==> config.mk <==
export PLATFORM = sky130hd
export DESIGN_NAME = barcode_cmp_ctrl
export DESIGN_NICKNAME = d
export VERILOG_FILES = /design/src/rtl/barcode_cmp_ctrl.sv
export SDC_FILE = /design/constraint.sdc
export NUM_CORES = 1
export LEC_CHECK = 0
export ABC_AREA = 1
export CORE_UTILIZATION = 35
export CTS_CLUSTER_SIZE = 40
export DETAILED_ROUTE_END_ITERATION = 7
export PLACE_DENSITY = 0.85
export SYNTH_ARGS = -nofsm -noshare
export SYNTH_HDL_FRONTEND = slang
export SYNTH_SLANG_ARGS = --single-unit
==> constraint.sdc <==
create_clock -name clk -period 2.6 [get_ports clk]
set_clock_uncertainty 0.05 [all_clocks]
set_input_delay 0.78 -clock clk [delete_from_list [all_inputs] [get_ports clk]]
set_output_delay 0.78 -clock clk [all_outputs]
set_load 0.005 [all_outputs]
==> src/rtl/barcode_cmp_ctrl.sv <==
// Start/busy/done sequencer that walks a shared address over two barcode RAMs
// and reports match, mismatch count and first mismatching address.
//
// state | meaning
// IDLE  | wait for start
// RUN   | issue one read per cycle, addresses 0..len-1
// DRAIN | wait for the last read to return and be compared
// DONE  | pulse done for one cycle
module barcode_cmp_ctrl #(
  parameter int DATA_W      = 128,
  parameter int DEPTH       = 1958,
  parameter int ADDR_W      = 11,
  parameter bit EARLY_ABORT = 1'b0
) (
  input  logic              clk,
  input  logic              rst_n,
  input  logic              start,
  input  logic [ADDR_W:0]   len,
  input  logic              abort,
  output logic              rd_en,
  output logic [ADDR_W-1:0] rd_addr,
  input  logic [DATA_W-1:0] rd_data_a,
  input  logic [DATA_W-1:0] rd_data_b,
  output logic              busy,
  output logic              done,
  output logic              match,
  output logic [ADDR_W:0]   mismatch_cnt,
  output logic [ADDR_W-1:0] first_mis_addr,
  output logic              first_mis_valid
);

  typedef enum logic [1:0] {IDLE, RUN, DRAIN, DONE} state_t;

  localparam logic [ADDR_W:0] DEPTH_L = (ADDR_W+1)'(DEPTH);

  state_t            state, state_nxt;
  logic [ADDR_W:0]   len_clamp;
  logic [ADDR_W:0]   len_m1;
  logic [ADDR_W-1:0] last_addr;
  logic              cmp_vld;
  logic [ADDR_W-1:0] cmp_addr;
  logic              active, cmp_en, word_ne, stop_early, accept;

  assign len_clamp  = (len > DEPTH_L) ? DEPTH_L : len;
  assign len_m1     = len_clamp - 1'b1;
  assign active     = (state == RUN) || (state == DRAIN);
  assign accept     = (state == IDLE) && start;
  // Reads still in flight after the run has left RUN/DRAIN are discarded.
  assign cmp_en     = cmp_vld && active && !abort;
  assign word_ne    = (rd_data_a !== rd_data_b);
  assign stop_early = EARLY_ABORT && cmp_en && word_ne;

  always_ff @(posedge clk or negedge rst_n) begin
    if (!rst_n) state <= IDLE;
    else        state <= state_nxt;
  end

  always_comb begin
    state_nxt = state;
    case (state)
      IDLE:  if (start) state_nxt = (len_clamp == '0) ? DONE : RUN;
      RUN: begin
        if (abort)                   state_nxt = IDLE;
        else if (stop_early)         state_nxt = DONE;
        else if (rd_addr == last_addr) state_nxt = DRAIN;
      end
      DRAIN: state_nxt = abort ? IDLE : DONE;
      DONE:  state_nxt = IDLE;
      default: state_nxt = IDLE;
    endcase
  end

  always_ff @(posedge clk or negedge rst_n) begin
    if (!rst_n) begin
      rd_en     <= 1'b0;
      rd_addr   <= '0;
      busy      <= 1'b0;
      done      <= 1'b0;
      last_addr <= '0;
      cmp_vld   <= 1'b0;
      cmp_addr  <= '0;
    end else begin
      rd_en    <= (state_nxt == RUN);
      busy     <= (state_nxt == RUN) || (state_nxt == DRAIN);
      done     <= (state_nxt == DONE);
      cmp_vld  <= rd_en;
      cmp_addr <= rd_addr;
      if (accept) begin
        rd_addr   <= '0;
        last_addr <= len_m1[ADDR_W-1:0];
      end else if (state == RUN && state_nxt == RUN) begin
        rd_addr <= rd_addr + 1'b1;
      end
    end
  end

  always_ff @(posedge clk or negedge rst_n) begin
    if (!rst_n) begin
      match           <= 1'b0;
      mismatch_cnt    <= '0;
      first_mis_addr  <= '0;
      first_mis_valid <= 1'b0;
    end else if (accept) begin
      match           <= 1'b1;
      mismatch_cnt    <= '0;
      first_mis_addr  <= '0;
      first_mis_valid <= 1'b0;
    end else if (active && abort) begin
      match <= 1'b0;
    end else if (cmp_en && word_ne) begin
      match <= 1'b0;
      if (mismatch_cnt != '1) mismatch_cnt <= mismatch_cnt + 1'b1;
      if (!first_mis_valid) begin
        first_mis_addr  <= cmp_addr;
        first_mis_valid <= 1'b1;
      end
    end
  end

endmodule

==> flow_metrics.env <==
export IMPL_setup_viol=9
export IMPL_synth_cells=738
export IMPL_yosysWarnings=0
export IMPL_cts_buffers=9
export IMPL_core_area_um2=14100
export IMPL_synth_net_count=1020
export IMPL_drtIter0Drc=354
export IMPL_fin_cells=1311
export IMPL_grt_pass1_vias=6204
export IMPL_criticalPathCategory="in2reg"
export IMPL_synth_seq_area_share_pct=31.1
export IMPL_synthMuxAreaShare_pct=0
export IMPL_end_kind="register"
export IMPL_worstPathMaxFanout=4
export IMPL_finalWorstSetupSlack_ns=-0.362
export IMPL_rsz0062_at_grt="true"
export IMPL_synth_top_family_by_area="simple AND/OR/NAND/NOR gates"
export IMPL_peakVddDrop_mv=0.461
export IMPL_numPortBuffers=310
export IMPL_post_route_period_util_pct=114
export IMPL_antenna_found_initial=6
export IMPL_syn_avg_cell_area_um2=6.98
export IMPL_totalWireLength_um=20400
export IMPL_routed_via_density=4.68
export IMPL_ios=311
export IMPL_synthFlopType="dfrtp_1"
export IMPL_path_clk_slew_ns=0.06
export IMPL_yosys_area_share_adder_pct=2.43
export IMPL_synth_edff_count=0
export IMPL_ys_types=34
export IMPL_cp_data_arrival_time_ns=3.12
export IMPL_post_synth_xor_area_fraction_pct=23.0
export IMPL_area_delta_synth_final_pct=85.1
export IMPL_crit_path_frequent_cell="nand2_2"
export IMPL_status="finished, violations left"
export IMPL_wl_per_cell_um=15.5
export IMPL_antenna_left=0
export IMPL_p_leak_nw=4.31
export IMPL_synth_seq_cells=64
export IMPL_maxCapViolations=0
export IMPL_dieArea_um2=15200
export IMPL_hold_viol=0
export IMPL_critPathRequiredTime_ns=2.76
export IMPL_clock_sinks=64
export IMPL_path_buf_inv=3
export IMPL_grt_pass1_wl_um=30300
export IMPL_ctsHoldBuffers=0
export IMPL_synthArstFlopShare_pct=100
export IMPL_grt_max_degree=65
export IMPL_cts_htree_levels=3
export IMPL_final_layout_size_suffix_gt1_share_pct=13.9
export IMPL_hpwl_um=16300
export IMPL_yosys_area_share_simple_pct=33.9
export IMPL_num_fill_cells=1117
export IMPL_track_usage_pct=26.7
export IMPL_vias=6134
export IMPL_clk_root_buffer_cell="clkbuf_16"
export IMPL_die_w_um=123
export IMPL_drt_pass1_iter_count=4
export IMPL_fp_row_count=43
export IMPL_fin_crit_ns=2.96
export IMPL_power_density_nw_per_um2=505
export IMPL_slew_headroom_pct=75.5
export IMPL_placedCellCount=1266
export IMPL_synth_compound_area_share_pct=2.50
export IMPL_critPathTopFamily="simple AND/OR/NAND/NOR gates"
export IMPL_worstMarginPinSlew_ns=0.365
export IMPL_slowest_stage="nor3b_4"
export IMPL_maxSlewViolCount=0
export IMPL_max_freq_mhz=338
export IMPL_max_stage_delay_ns=0.26
export IMPL_clk_path_buf_depth=2
export IMPL_clk_insertion_delay_late_ns=0.33
export IMPL_crit_path_start_kind="input port"
export IMPL_initial_core_util_pct=36.5
export IMPL_remaining_drc_errors=0
export IMPL_globalplace_congestion=0.938
export IMPL_fin_nets=1402
export IMPL_min_path_type="reg2reg"
export IMPL_dp_slack_ns=-1.09
export IMPL_grt_overflow=0
export IMPL_fp_dieH_um=123
export IMPL_violations="setup timing"
export IMPL_synthesis_area_um2=5150
export IMPL_cts_tree="built"
export IMPL_path_cells="buf_2 > nand2_2 > nor3_2 > nand2_2 > nand2_4 > inv_4 > buf_4 > nand2_2 > nor2_2 > nand3_2 > nand2_1 > nand2b_1 > ha_2 > nand2_4 > nor3b_4 > nand3_2 > nor3b_4 > nand2_2 > o21ai_2 > a21oi_2"
==> final timing paths <==
path / start / depth (start not counted) / slack, ns / endpoint
min in group asynchronous: rst_n / 2 / 0.39 / first_mis_addr[0]
hold reg to reg: rd_en / 0 / 0.36 / cmp_vld
setup / recovery: len[10] / 20 / -0.36 / rd_addr[9]
setup reg to reg: state[0] / 14 / -0.06 / rd_addr[9]
max in group asynchronous: rst_n / 2 / 1.81 / match
hold / removal: rd_en / 0 / 0.36 / cmp_vld
==> cell families (layout without fill, tap and decap cells) <==
kind of cell	after synthesis	after routing
other cells	0	6
fa+ha+maj	10	10
compound gates	25	25
buf+inv	91	478
xor+xnor	135	135
simple gates	413	413
flops	64	64
==> state kept, by name, summed over array words and instances, names as in the netlist <==
register         cells
first_mis_addr      11
mismatch_cnt        12
state                2
done                 1
rd_addr             11
cmp_addr            11
busy                 1
cmp_vld              1
first_mis_valid      1
last_addr           11
rd_en                1
match                1
==> synth_stat cells, types with 4 or more instances <==
cell type | count | area, µm²
inv_1 | 77 | 289
xnor2_1 | 115 | 1010
nand2_1 | 235 | 882
nand3_1 | 50 | 250
a21oi_1 | 11 | 55.1
o21ai_0 | 11 | 55.1
dfrtp_1 | 64 | 1600
nor2_1 | 89 | 334
nand4_1 | 5 | 31.3
nor3_1 | 7 | 35.0
xor2_1 | 20 | 175
nor4_1 | 6 | 37.5
ha_1 | 10 | 125
clkbuf_1 | 4 | 15.0
==> routing by layer <==
| layer | global-route usage, % | vias to the layer above | routed length, µm | share of wire [%] |
|---|---|---|---|---|
| met3 | 8.90 | 40 | 2000 | 9.8 |
| met4 | 11.7 | 4 | 665 | 3.3 |
| met1 | 28.2 | 2775 | 7560 | 37 |
| met2 | 47.9 | 271 | 10100 | 50 |
| li1 | - | 3044 | - | - |
| met5 | 0 | - | 25 | 0.12 |
==> power breakdown <==
group          internal [mW]  switching, mW  leakage [nW]
registers               1.20          0.162         0.856
logic                   1.11          0.958          3.29
clock network          0.937          0.447         0.166
total                   3.25           1.57          4.31
==> final cells by class <==
type / count / area, µm² / area share (%)
diodes: 6 / 15.0 / 0.157
clock buffers: 9 / 225 / 2.36
clock inverters: 7 / 120 / 1.26
inverters: 79 / 302 / 3.16
multi-input cells: 583 / 3380 / 35.5
flip-flops and latches: 64 / 1600 / 16.8
well taps: 180 / 225 / 2.36
repair buffers: 383 / 3660 / 38.4
==> placed cells by master (no fill, tap or decap), types with 4 or more instances in the layout <==
| master | count |
|---|---|
| nor2_2 | 7 |
| xor2_1 | 20 |
| nand2_4 | 5 |
| xnor2_1 | 114 |
| buf_2 | 4 |
| nand3_2 | 8 |
| nand2_2 | 8 |
| nand3_1 | 44 |
| nor3_1 | 4 |
| nand2_1 | 226 |
| a21oi_1 | 9 |
| dfrtp_1 | 64 |
| nand4_1 | 5 |
| nor2_1 | 83 |
| inv_1 | 70 |
| o21ai_1 | 4 |
| diode_2 | 6 |
| clkdlybuf4s50_1 | 297 |
| o21ai_0 | 7 |
| buf_6 | 10 |
| ha_1 | 8 |
| nor4_1 | 4 |
| inv_2 | 7 |
| clkbuf_16 | 9 |
| buf_4 | 67 |
==> metrics by stage <==
| step | cell area [µm²] | utilization [%] | setup TNS [ns] | hold WS [ns] | power, mW |
|---|---|---|---|---|---|
| 6_report | 9530 | 67.6 | -1.36 | 0.359 | 4.81 |
| 2_1_floorplan | 5220 | - | -2.35 | 0.326 | 2.31 |
| 5_1_grt | 9530 | 67.6 | -2.74 | 0.380 | 5.11 |
| 3_5_place_dp | 8860 | 62.9 | -21.51 | 0.351 | 3.35 |
| 3_3_place_gp | 8860 | 62.9 | -18.87 | 0.352 | 3.28 |
| 4_1_cts | 9440 | 67.0 | -0.742 | 0.372 | 4.79 |
==> what timing repair did <==
item | 4_1_cts | 5_1_grt
cloned | 0 | 0
buffers inserted | 23 | 5
pin swaps | 28 | 16
endpoints found under the setup margin | 28 | 35
resized for setup | 65 | 26
Power figures use the tool's default switching activity.
